==> src/rtl/fetch_stage_if.sv <==
// Bundles the instruction-memory read port and the IF/ID output triple.
// master = fetch stage, slave = memory plus downstream pipeline register.
interface fetch_stage_if #(
    parameter int unsigned PC_WIDTH    = 32,
    parameter int unsigned INSTR_WIDTH = 128
);
    logic                   imem_en;
    logic [PC_WIDTH-1:0]    imem_addr;
    logic [INSTR_WIDTH-1:0] imem_rdata;
    logic                   out_valid;
    logic [PC_WIDTH-1:0]    out_pc;
    logic [INSTR_WIDTH-1:0] out_instr;

    modport master (
        output imem_en,
        output imem_addr,
        input  imem_rdata,
        output out_valid,
        output out_pc,
        output out_instr
    );

    modport slave (
        input  imem_en,
        input  imem_addr,
        output imem_rdata,
        input  out_valid,
        input  out_pc,
        input  out_instr
    );
endinterface

==> src/rtl/fetch_stage.sv <==
// Instruction-fetch front end: owns the PC, reads a synchronous instruction memory,
// keeps a one-entry skid buffer across stalls and redirects on taken branches.
module fetch_stage #(
    parameter int unsigned PC_WIDTH    = 32,
    parameter int unsigned INSTR_WIDTH = 128,
    parameter int unsigned RESET_PC    = 0,
    parameter int unsigned PC_STEP     = 1
) (
    input  logic                clk,
    input  logic                rst,
    input  logic                stall,
    input  logic                branch_taken,
    input  logic [PC_WIDTH-1:0] branch_target,
    fetch_stage_if.master       bus
);

    localparam logic [PC_WIDTH-1:0] PC_RESET_VAL = PC_WIDTH'(RESET_PC);
    localparam logic [PC_WIDTH-1:0] PC_INC       = PC_WIDTH'(PC_STEP);

    logic [PC_WIDTH-1:0]    pc_q;
    logic                   req_valid_q;
    logic [PC_WIDTH-1:0]    req_pc_q;
    logic                   hold_valid_q;
    logic [INSTR_WIDTH-1:0] hold_instr_q;
    logic                   out_valid_q;
    logic [PC_WIDTH-1:0]    out_pc_q;
    logic [INSTR_WIDTH-1:0] out_instr_q;

    logic                   imem_en;
    logic [PC_WIDTH-1:0]    imem_addr;
    logic                   do_branch;
    logic                   do_stall;
    logic                   do_advance;
    logic                   capture;

    // A branch outranks a stall; reset outranks everything.
    always_comb begin
        do_branch  = !rst && branch_taken;
        do_stall   = !rst && !branch_taken && stall;
        do_advance = !rst && !branch_taken && !stall;
        capture    = do_stall && req_valid_q && !hold_valid_q;
    end

    always_comb begin
        imem_en   = 1'b0;
        imem_addr = pc_q;
        if (do_branch) begin
            imem_en   = 1'b1;
            imem_addr = branch_target;
        end else if (do_advance) begin
            imem_en   = 1'b1;
        end
    end

    always_ff @(posedge clk) begin
        if (rst) begin
            pc_q        <= PC_RESET_VAL;
            req_valid_q <= 1'b0;
            req_pc_q    <= '0;
        end else if (do_branch) begin
            pc_q        <= branch_target + PC_INC;
            req_valid_q <= 1'b1;
            req_pc_q    <= branch_target;
        end else if (do_advance) begin
            pc_q        <= pc_q + PC_INC;
            req_valid_q <= 1'b1;
            req_pc_q    <= pc_q;
        end
    end

    // Memory data is only trustworthy in the first stall cycle, so grab it once.
    always_ff @(posedge clk) begin
        if (rst) begin
            hold_valid_q <= 1'b0;
            hold_instr_q <= '0;
        end else if (do_branch || do_advance) begin
            hold_valid_q <= 1'b0;
        end else if (capture) begin
            hold_valid_q <= 1'b1;
            hold_instr_q <= bus.imem_rdata;
        end
    end

    always_ff @(posedge clk) begin
        if (rst) begin
            out_valid_q <= 1'b0;
            out_pc_q    <= '0;
            out_instr_q <= '0;
        end else if (do_branch) begin
            out_valid_q <= 1'b0;
        end else if (do_advance) begin
            out_valid_q <= req_valid_q;
            out_pc_q    <= req_pc_q;
            out_instr_q <= hold_valid_q ? hold_instr_q : bus.imem_rdata;
        end
    end

    assign bus.imem_en   = imem_en;
    assign bus.imem_addr = imem_addr;
    assign bus.out_valid = out_valid_q;
    assign bus.out_pc    = out_pc_q;
    assign bus.out_instr = out_instr_q;

endmodule

==> src/flat_wrapper.sv <==
// flat-port wrapper written by rule: the top's interface ports become plain ports
module fetch_stage_flat 
#(
    parameter int unsigned PC_WIDTH    = 32,
    parameter int unsigned INSTR_WIDTH = 128,
    parameter int unsigned RESET_PC    = 0,
    parameter int unsigned PC_STEP     = 1
)
  (clk, rst, stall, branch_taken, branch_target, bus_imem_en, bus_imem_addr, bus_imem_rdata, bus_out_valid, bus_out_pc, bus_out_instr);
  fetch_stage_if #(.PC_WIDTH(PC_WIDTH), .INSTR_WIDTH(INSTR_WIDTH)) bus_i ();
  input  logic clk;
  input  logic rst;
  input  logic stall;
  input  logic branch_taken;
  input  logic [PC_WIDTH-1:0] branch_target;
  output wire logic [$bits(bus_i.imem_en)-1:0] bus_imem_en;
  output wire logic [$bits(bus_i.imem_addr)-1:0] bus_imem_addr;
  input wire logic [$bits(bus_i.imem_rdata)-1:0] bus_imem_rdata;
  output wire logic [$bits(bus_i.out_valid)-1:0] bus_out_valid;
  output wire logic [$bits(bus_i.out_pc)-1:0] bus_out_pc;
  output wire logic [$bits(bus_i.out_instr)-1:0] bus_out_instr;
  assign bus_imem_en = bus_i.imem_en;
  assign bus_imem_addr = bus_i.imem_addr;
  assign bus_i.imem_rdata = bus_imem_rdata;
  assign bus_out_valid = bus_i.out_valid;
  assign bus_out_pc = bus_i.out_pc;
  assign bus_out_instr = bus_i.out_instr;
  fetch_stage #(.PC_WIDTH(PC_WIDTH), .INSTR_WIDTH(INSTR_WIDTH), .RESET_PC(RESET_PC), .PC_STEP(PC_STEP)) u_core (.clk(clk), .rst(rst), .stall(stall), .branch_taken(branch_taken), .branch_target(branch_target), .bus(bus_i));
endmodule
==> config.mk <==
export PLATFORM = sky130hd
export DESIGN_NAME = fetch_stage_flat
export DESIGN_NICKNAME = d
export VERILOG_FILES = /design/src/rtl/fetch_stage_if.sv /design/src/rtl/fetch_stage.sv /design/src/flat_wrapper.sv
export SDC_FILE = /design/constraint.sdc
export NUM_CORES = 1
export LEC_CHECK = 0
export CAP_MARGIN = 20
export CORE_MARGIN = 2
export CORE_UTILIZATION = 35
export DETAILED_ROUTE_END_ITERATION = 7
export HOLD_SLACK_MARGIN = 0.06
export PLACE_DENSITY_LB_ADDON = 0.05
export SLEW_MARGIN = 20
export SYNTH_ARGS = -nofsm -noshare
export SYNTH_HDL_FRONTEND = slang
export SYNTH_SLANG_ARGS = --single-unit
==> constraint.sdc <==
create_clock -name clk -period 3.7 [get_ports clk]
set_clock_uncertainty 0.1 [all_clocks]
set_input_delay 0.74 -clock clk [delete_from_list [all_inputs] [get_ports clk]]
set_output_delay 0.74 -clock clk [all_outputs]
set_load 0.03 [all_outputs]
Yosys cells after proc, flatten, opt, wreduce, memory -nomap -nowiden --
Cells that the tools add are included.
Word-level totals: register bits 355, bits of input ports 164, output and inout port bits 194
Operators by class: add/subtract/negate cells 2, muxes and demuxes 10, bitwise gates (word level) 2, reduce and logical (&&, ||, !) cells 16
Operators by type and width (number):
- 2-to-1 mux 32 bit | 5
- 2-to-1 mux 128 bit | 1
- adder 32 x 1 -> 32 bit, second input constant | 2
- logical AND 1 bit | 6
- zero test 1 bit | 4
- 2-to-1 mux 1 bit | 4
- AND reduction 2 bit | 2
- OR reduction 2 bit | 2
- NOT 1 bit | 2
- nonzero test 2 bit | 1
- logical OR 1 bit | 1

Depth between registers and ports, before layout --
Gate-level depths: netlist of run 1.
depth in word-level cells 6, mapped depth 12, depth with buffers taken out 8

Least setup slack after synthesis of run 1 --
No wires, ideal clock.
path type in2out, start input port branch_taken, end output port bus_imem_addr[24], arrival time 2468 ps, data required time 2860 ps, setup slack 392 ps, cell stages on the path 7, buffers on the path 5, cell sequence buf_4 -> and2b_1 -> buf_4 -> buf_6 -> buf_6 -> buf_2 -> o21ai_0
On the way: longest elaborated chain between the ends 2
RTL lines:
- from (decl) | RTL line flat_wrapper.sv:14 | input logic branch_taken;
- logical AND 1 bit | RTL line fetch_stage.sv:38 | do_branch = !rst && branch_taken;
- 2-to-1 mux 32 bit | RTL line fetch_stage.sv:47 | if (do_branch) begin
- to (decl) | RTL line flat_wrapper.sv:17 | output wire logic [$bits(bus_i.imem_addr)-1:0] bus_imem_addr;
No other way between the ends.

Final worst setup path of run 1 --
start input port branch_taken, end output port bus_imem_addr[21]
Same word-level chain as after synthesis.

==> key figures, run 1 <==
Worst setup path
  • Crit Path Max Fanout: 22
  • Crit Reg-Reg Startpoint: u_core.hold_valid_q
  • Crit. End Element: output pin
  • R2R Path End: u_core.hold_instr_q[21]
  • Path depth of the worst reg2reg path: 4
  • Flop2flop setup slack: 1.38 ns
  • Startpoint Class: primary input
  • Worst Path Required: 2.86 ns
  • Worst EP arrival: 2.66 ns
  • Critical path startpoint: branch_taken
  • Crit Path Category: primary input to output pin

Logic synthesis
  • Ys async rst share: 0%
  • Syn_nets: 1921
  • Yosys top cell area share: 47.51%
  • Most used DFF post-synth: dfxtp_1
  • Synth unique cells: 57
  • Yosys warns: 0
  • Count leader, synth: nand2_1
  • Top post-synthesis cells by area: dfxtp_1, mux2i_1, nand2_1, a211oi_1, a21oi_1
  • Syn Inst Count: 1757
  • Synth Cell Area: 14960 sq um
  • Most instantiated cells after synthesis: nand2_1, dfxtp_1, nor2_1
  • Syn Area/Cell: 8.514 sq um
  • Post-synth EDFFs: 0
  • Post-synthesis sequential area ratio: 47.51%
  • Yosys top cell by area: dfxtp_1
  • Yosys reg bits: 355

Power and ir drop
  • Leakage power: 7.162 nW
  • Clock Power Share: 41.6%
  • Net Sw Frac: 26.03%
  • Maximum VDD drop: 0.2972 mV
  • Int Pwr: 6.840 mW
  • Cell Pwr Density: 451.1 nW/um^2
  • Psw: 2.407 mW
  • Reg power frac: 44.2%
  • Combinational share of power: 14.3%

Global routing
  • Vias in the first global route: 12480
  • Total grt overflow: 0
  • Antenna violations before repair: 7
  • First-pass GRT wire length: 71.13 mm
  • Gr usage total: 20.26%
  • Largest net degree at the start of global routing: 129

Clock network
  • Clock transition at path regs: 0.05 ns
  • # Post-CTS Setup Buffers: 0
  • Htree depth: 2
  • CTS tree: built
  • Clock buffer depth: 3
  • Clock net sink count: 355
  • Post-cts resize count: 0
  • Clock Latency Late Sink: 0.56 ns
  • Number of buffers created by CTS: 41
  • Hold-fix buffers, CTS: 0
  • Root Buffer: clkbuf_16

Job
  • Max-Cap Viols: 0

Detailed routing
  • Iteration-0 DRC Markers: 635
  • WL/cell: 17.52 microns
  • Drt pass-1 iters: 5
  • Antenna-violating nets left: 0
  • Routed vias: 13164
  • Via/cell ratio: 4.992
  • # DRC: 0
  • WL final: 46.21 mm

Worst hold path
  • Hold WC Path Type: flip-flop to flip-flop
  • Sink of the worst hold path: u_core.bus.out_pc[21]
  • Worst Hold Depth: 2
  • Hold_sp: u_core.req_pc_q[21]

STA
  • Final Max Tran Viols: 0
  • Worst-margin pin slew: 1.108 ns
  • RSZ-0062 raised after global routing: no
  • Final worst slack: 0.1959 ns
  • Worst slew margin: 26.11%
  • Setup TNS: 0 ns
  • Fin crit share: 94.71%
  • Hold Vio Cnt, Final: 0
  • Fmax: 0.2854 GHz
  • Final Critical Period: 3.504 ns
  • Final Setup Violations: 0
  • Hold Slack: 0.3468 ns

Run status
  • Outcome: completed

Floorplan
  • Die ar.: 44410 sq um
  • Initial core utilization: 35.58%
  • Top-Level Pins: 358
  • Core area: 42040 sq um
  • Die X: 210.7 microns
  • Rows: 75
  • Chip height: 210.7 microns

Placed design
  • Port-buffer cells: 357
  • GPL Wtd Cong: 0.8737
  • DP Wirelength: 31.12 mm
  • Post-place setup slack: 0.1004 ns

Finish
  • Storage element area: 7111 sq um
  • Area Growth Syn to Fin: 37.02%
  • Filler cells: 4030
  • Area of the multi-input gates: 7211 sq um
  • Final Net Count: 2238
  • Layout cells sized above 1: 7.971%
[per-layer routing]
layer / share of wire, % / track usage, %
met1: 44 / 25.69
met2: 46 / 33.05
met3: 6.9 / 6.021
met4: 2.5 / 6.508
met5: 0.12 / 0
[sequential cells by signal, summed over array words and instances, names as in the netlist]
register	flops
u_core.bus.out_instr	128
u_core.bus.out_pc	32
u_core.bus.out_valid	1
u_core.hold_instr_q	128
u_core.hold_valid_q	1
u_core.pc_q	32
u_core.req_pc_q	32
u_core.req_valid_q	1
[critical path, cell delays in order]
cell and delay, ns:
clkdlybuf4s50_1 0.47, and2b_2 0.18, buf_12 0.18, buf_4 0.17
mux2i_1 0.27, inv_1 0.06, clkdlybuf4s50_1 0.59
[cell type report]
| class | count | share of cell area [%] |
|---|---|---|
| antenna | 3 | 0.03663 |
| clock buffer | 57 | 5.946 |
| clock inverter | 7 | 0.1892 |
| inverter | 22 | 0.4029 |
| multi-input combinational | 1241 | 35.18 |
| sequential | 355 | 34.69 |
| tap | 539 | 3.290 |
| timing repair buffer | 413 | 20.27 |
[cells in the final DEF, fill, tap and decap left out, drive strengths merged, types with 2 or more instances in the layout]
cell type	Yosys	layout
nand3	21	21
clkinv	0	6
nor2	200	200
a211oi	153	153
inv	22	23
a21oi	152	152
or3	3	3
mux2i	165	165
a31oi	6	6
nor3	18	18
clkbuf	114	57
nand3b	6	6
buf	25	70
o2111ai	2	2
diode	0	3
nand2b	34	34
a22o	2	2
o21ai	41	41
nand4	6	6
and3	12	12
dfxtp	355	355
a21o	2	2
nand2	368	368
clkdlybuf4s50	0	343
a31o	2	2
nor3b	2	2
o211ai	2	2
mux2	5	5
xor2	8	8
nor4	5	5
xnor2	17	17
[worst max path at each step]
stage	endpoint	slack, ns	cells after the start
floorplan	bus_imem_addr[24]	0.39	7
global placement	u_core.pc_q[22]	0.17	11
detailed placement	u_core.pc_q[22]	0.10	11
CTS	bus_imem_addr[21]	0.20	7
global route	bus_imem_addr[29]	0.09	7
finish	bus_imem_addr[21]	0.20	7
[power by group through the flow]
stage,logic (mW),clock network [mW],registers [mW]
finish,1.32,3.84,4.09
global route,1.42,4.11,4.10
CTS,1.33,3.97,4.09
detailed placement,1.33,0,4.17
global placement,1.32,0,4.17
floorplan,0.560,0,4.30
[cells by family after synthesis]
family	count (synthesis)	synth area share, %
AO/OA/AOI/OAI	367	15.47
XOR/XNOR	25	1.464
buffers and inverters	161	4.391
flip-flops	355	47.51
multiplexers	170	11.83
AND/OR/NAND/NOR	679	19.34
[per-stage QoR]
| stage | cell area, sq um | power [mW] | std cells | util (%) |
|---|---|---|---|---|
| after floorplan | 14960 | 4.856 | 1757 | - |
| after global placement | 19230 | 5.487 | 2570 | 45.75 |
| after detailed placement | 19230 | 5.495 | 2570 | 45.75 |
| after CTS | 20490 | 9.393 | 2634 | 48.74 |
| after global routing | 20490 | 9.633 | 2635 | 48.74 |
| final | 20500 | 9.247 | 2637 | 48.76 |
Note: power is estimated with default switching activity, not from simulation.
==> inputs of run 2 (changes only) <==
Settings changed: CORE_MARGIN 2 to unset, SLEW_MARGIN 20 to 10.
==> run 2 against run 1 <==
Combinational power is essentially flat. Final cell count grew 0.30%. Sequential share of layout area is essentially flat. Hold slack lost 0.0034 ns. Cell area grew 0.13%. Global-route usage grew 0.12 points. Non-clock buffer count shrank 6. Register-to-register slack gained 0.06 ns. Setup slack lost 0.052 ns. Largest cell class unchanged.
==> key figures, run 2 (synthesis gave the netlist of run 1 again) <==
Worst setup path
  • Startpoint Class: primary input
  • Max stage delay on crit path: 0.61 ns
  • Buf/Inv on CP: 4
  • CP most frequent cell: clkdlybuf4s50_1
  • CP top delay family: buffers and inverters
  • Crit. End Element: output pin
  • Slowest CP cell: clkdlybuf4s50_1
  • Flop2flop setup slack: 1.44 ns
  • CP Cell Sequence: clkdlybuf4s50_1 > and2b_2 > buf_12 > mux2i_1 > inv_1 > clkdlybuf4s50_1
  • Worst EP arrival: 2.72 ns
  • Crit Path Category: primary input to output pin
  • Crit Reg-Reg Startpoint: u_core.pc_q[18]
  • R2R Path End: u_core.pc_q[31]
  • Crit Path Max Fanout: 32
  • Path depth of the worst reg2reg path: 7
  • Worst Path Required: 2.86 ns

Placed design
  • GPL Wtd Cong: 0.8692
  • DP Wirelength: 30.47 mm
  • Dpl cell area: 19170 sq um
  • Cells after DPL: 2564
  • Port-buffer cells: 357
  • Post-place setup slack: 0.1439 ns

Run status
  • Outcome: completed

Power and ir drop
  • Clock Power Share: 42.6%
  • Leakage power: 7.155 nW
  • Psw: 2.417 mW
  • Maximum VDD drop: 0.3668 mV
  • Cell Pwr Density: 458.2 nW/um^2
  • Net Sw Frac: 25.70%
  • Combinational share of power: 13.9%
  • Reg power frac: 43.5%
  • Int Pwr: 6.987 mW

Detailed routing
  • WL/cell: 17.25 microns
  • Iteration-0 DRC Markers: 667
  • Drt pass-1 iters: 5
  • WL final: 45.62 mm
  • Routed vias: 13171
  • Via/cell ratio: 4.980
  • Antenna-violating nets left: 0
  • # DRC: 0

Clock network
  • Clock net sink count: 355
  • Post-cts resize count: 0
  • Clock transition at path regs: 0.05 ns
  • Root Buffer: clkbuf_16
  • Hold-fix buffers, CTS: 0
  • Clock Latency Late Sink: 0.54 ns
  • CTS tree: built
  • Htree depth: 2
  • # Post-CTS Setup Buffers: 0
  • Number of buffers created by CTS: 42
  • Clock buffer depth: 3

STA
  • Final Critical Period: 3.556 ns
  • Final worst slack: 0.1439 ns
  • Worst-margin pin slew: 1.470 ns
  • Final Max Tran Viols: 0
  • RSZ-0062 raised after global routing: no
  • Worst slew margin: 2.014%
  • Hold Vio Cnt, Final: 0
  • Final Setup Violations: 0
  • Fin crit share: 96.11%
  • Fmax: 0.2812 GHz
  • Setup TNS: 0 ns

Floorplan
  • Top-Level Pins: 358
  • Rows: 75
  • Chip height: 208.7 microns
  • Die ar.: 43570 sq um
  • Core area: 42040 sq um
  • Die X: 208.7 microns
  • Initial core utilization: 35.58%

Worst hold path
  • Hold WC Path Type: flip-flop to flip-flop
  • Sink of the worst hold path: u_core.bus.out_pc[25]
  • Worst Hold Depth: 2
  • Hold_sp: u_core.req_pc_q[25]

Global routing
  • First-pass GRT wire length: 70.87 mm
  • Vias in the first global route: 12396
  • Gr usage total: 20.39%
  • Antenna violations before repair: 5
  • Largest net degree at the start of global routing: 249
  • Total grt overflow: 0

Finish
  • Most frequent cells in the layout: nand2_1, dfxtp_1, clkdlybuf4s50_1
  • Fin cells: 2645
  • Layout cells sized above 1: 7.619%
  • Final Net Count: 2233
  • Design area: 20520 sq um
  • Most common cell after layout, fill and taps aside: nand2_1
  • Area Growth Syn to Fin: 37.20%

Job
  • Max-Cap Viols: 0
## run 2: cell count changes in the layout (fill, tap and decap cells not counted), moves of 2 or more
cell       previous run  this run
buf_4                54        49
clkinv_2              6         4
bufinv_16             0         2
clkbuf_1              5        17
diode_2               3         6
## run 2: tightest hold or removal path, delay by kind of cell, from the launching register on
| kind | cells | cell delay, ns |
|---|---|---|
| flops | 1 | 0.32 |
| compound gates | 1 | 0.05 |
| simple gates | 1 | 0.04 |
## run 2: cell type report
class                           instances  area, sq um
Clock buffer                           68         1239
Tap cell                              539        674.4
Fill cell                            4084        21520
Clock inverter                          7        96.34
Sequential cell                       355         7111
Multi-Input combinational cell       1241         7211
Inverter                               22        82.58
Antenna cell                            6        15.01
Timing Repair Buffer                  407         4096
## run 2: per-layer routing
layer | up-vias | GRT usage [%] | share of wire, % | wire, microns
li1 | 6663 | - | - | -
met5 | - | 0 | 0.037 | 17
met3 | 72 | 5.576 | 6.7 | 3053
met2 | 309 | 32.63 | 47 | 21290
met1 | 6125 | 26.05 | 44 | 20030
met4 | 2 | 7.759 | 2.7 | 1229
## run 2: power groups by stage
stage / registers, mW / logic [mW] / clock network [mW]
6_report: 4.09 / 1.31 / 4.01
5_1_grt: 4.10 / 1.41 / 4.29
4_1_cts: 4.09 / 1.32 / 4.13
3_5_place_dp: 4.17 / 1.32 / 0
3_3_place_gp: 4.17 / 1.31 / 0
2_1_floorplan: 4.30 / 0.560 / 0
## run 2: through the flow
| step | power (mW) | util [%] | hold slack [ns] |
|---|---|---|---|
| global route | 9.802 | 48.80 | 0.3639 |
| CTS | 9.544 | 48.79 | 0.3451 |
| detailed placement | 5.488 | 45.61 | 0.3430 |
| global placement | 5.478 | 45.61 | 0.3348 |
| finish | 9.404 | 48.82 | 0.3434 |
| floorplan | 4.856 | - | 0.3248 |
## run 2: worst max path at each step
stage                       from                end  slack, ns  depth (start not counted)
global placement    branch_taken  bus_imem_addr[23]       0.16                          5
floorplan           branch_taken  bus_imem_addr[24]       0.39                          7
global route        branch_taken  bus_imem_addr[15]       0.03                          6
detailed placement  branch_taken  bus_imem_addr[15]       0.14                          6
finish              branch_taken  bus_imem_addr[15]       0.14                          6
CTS                 branch_taken  bus_imem_addr[15]       0.14                          6
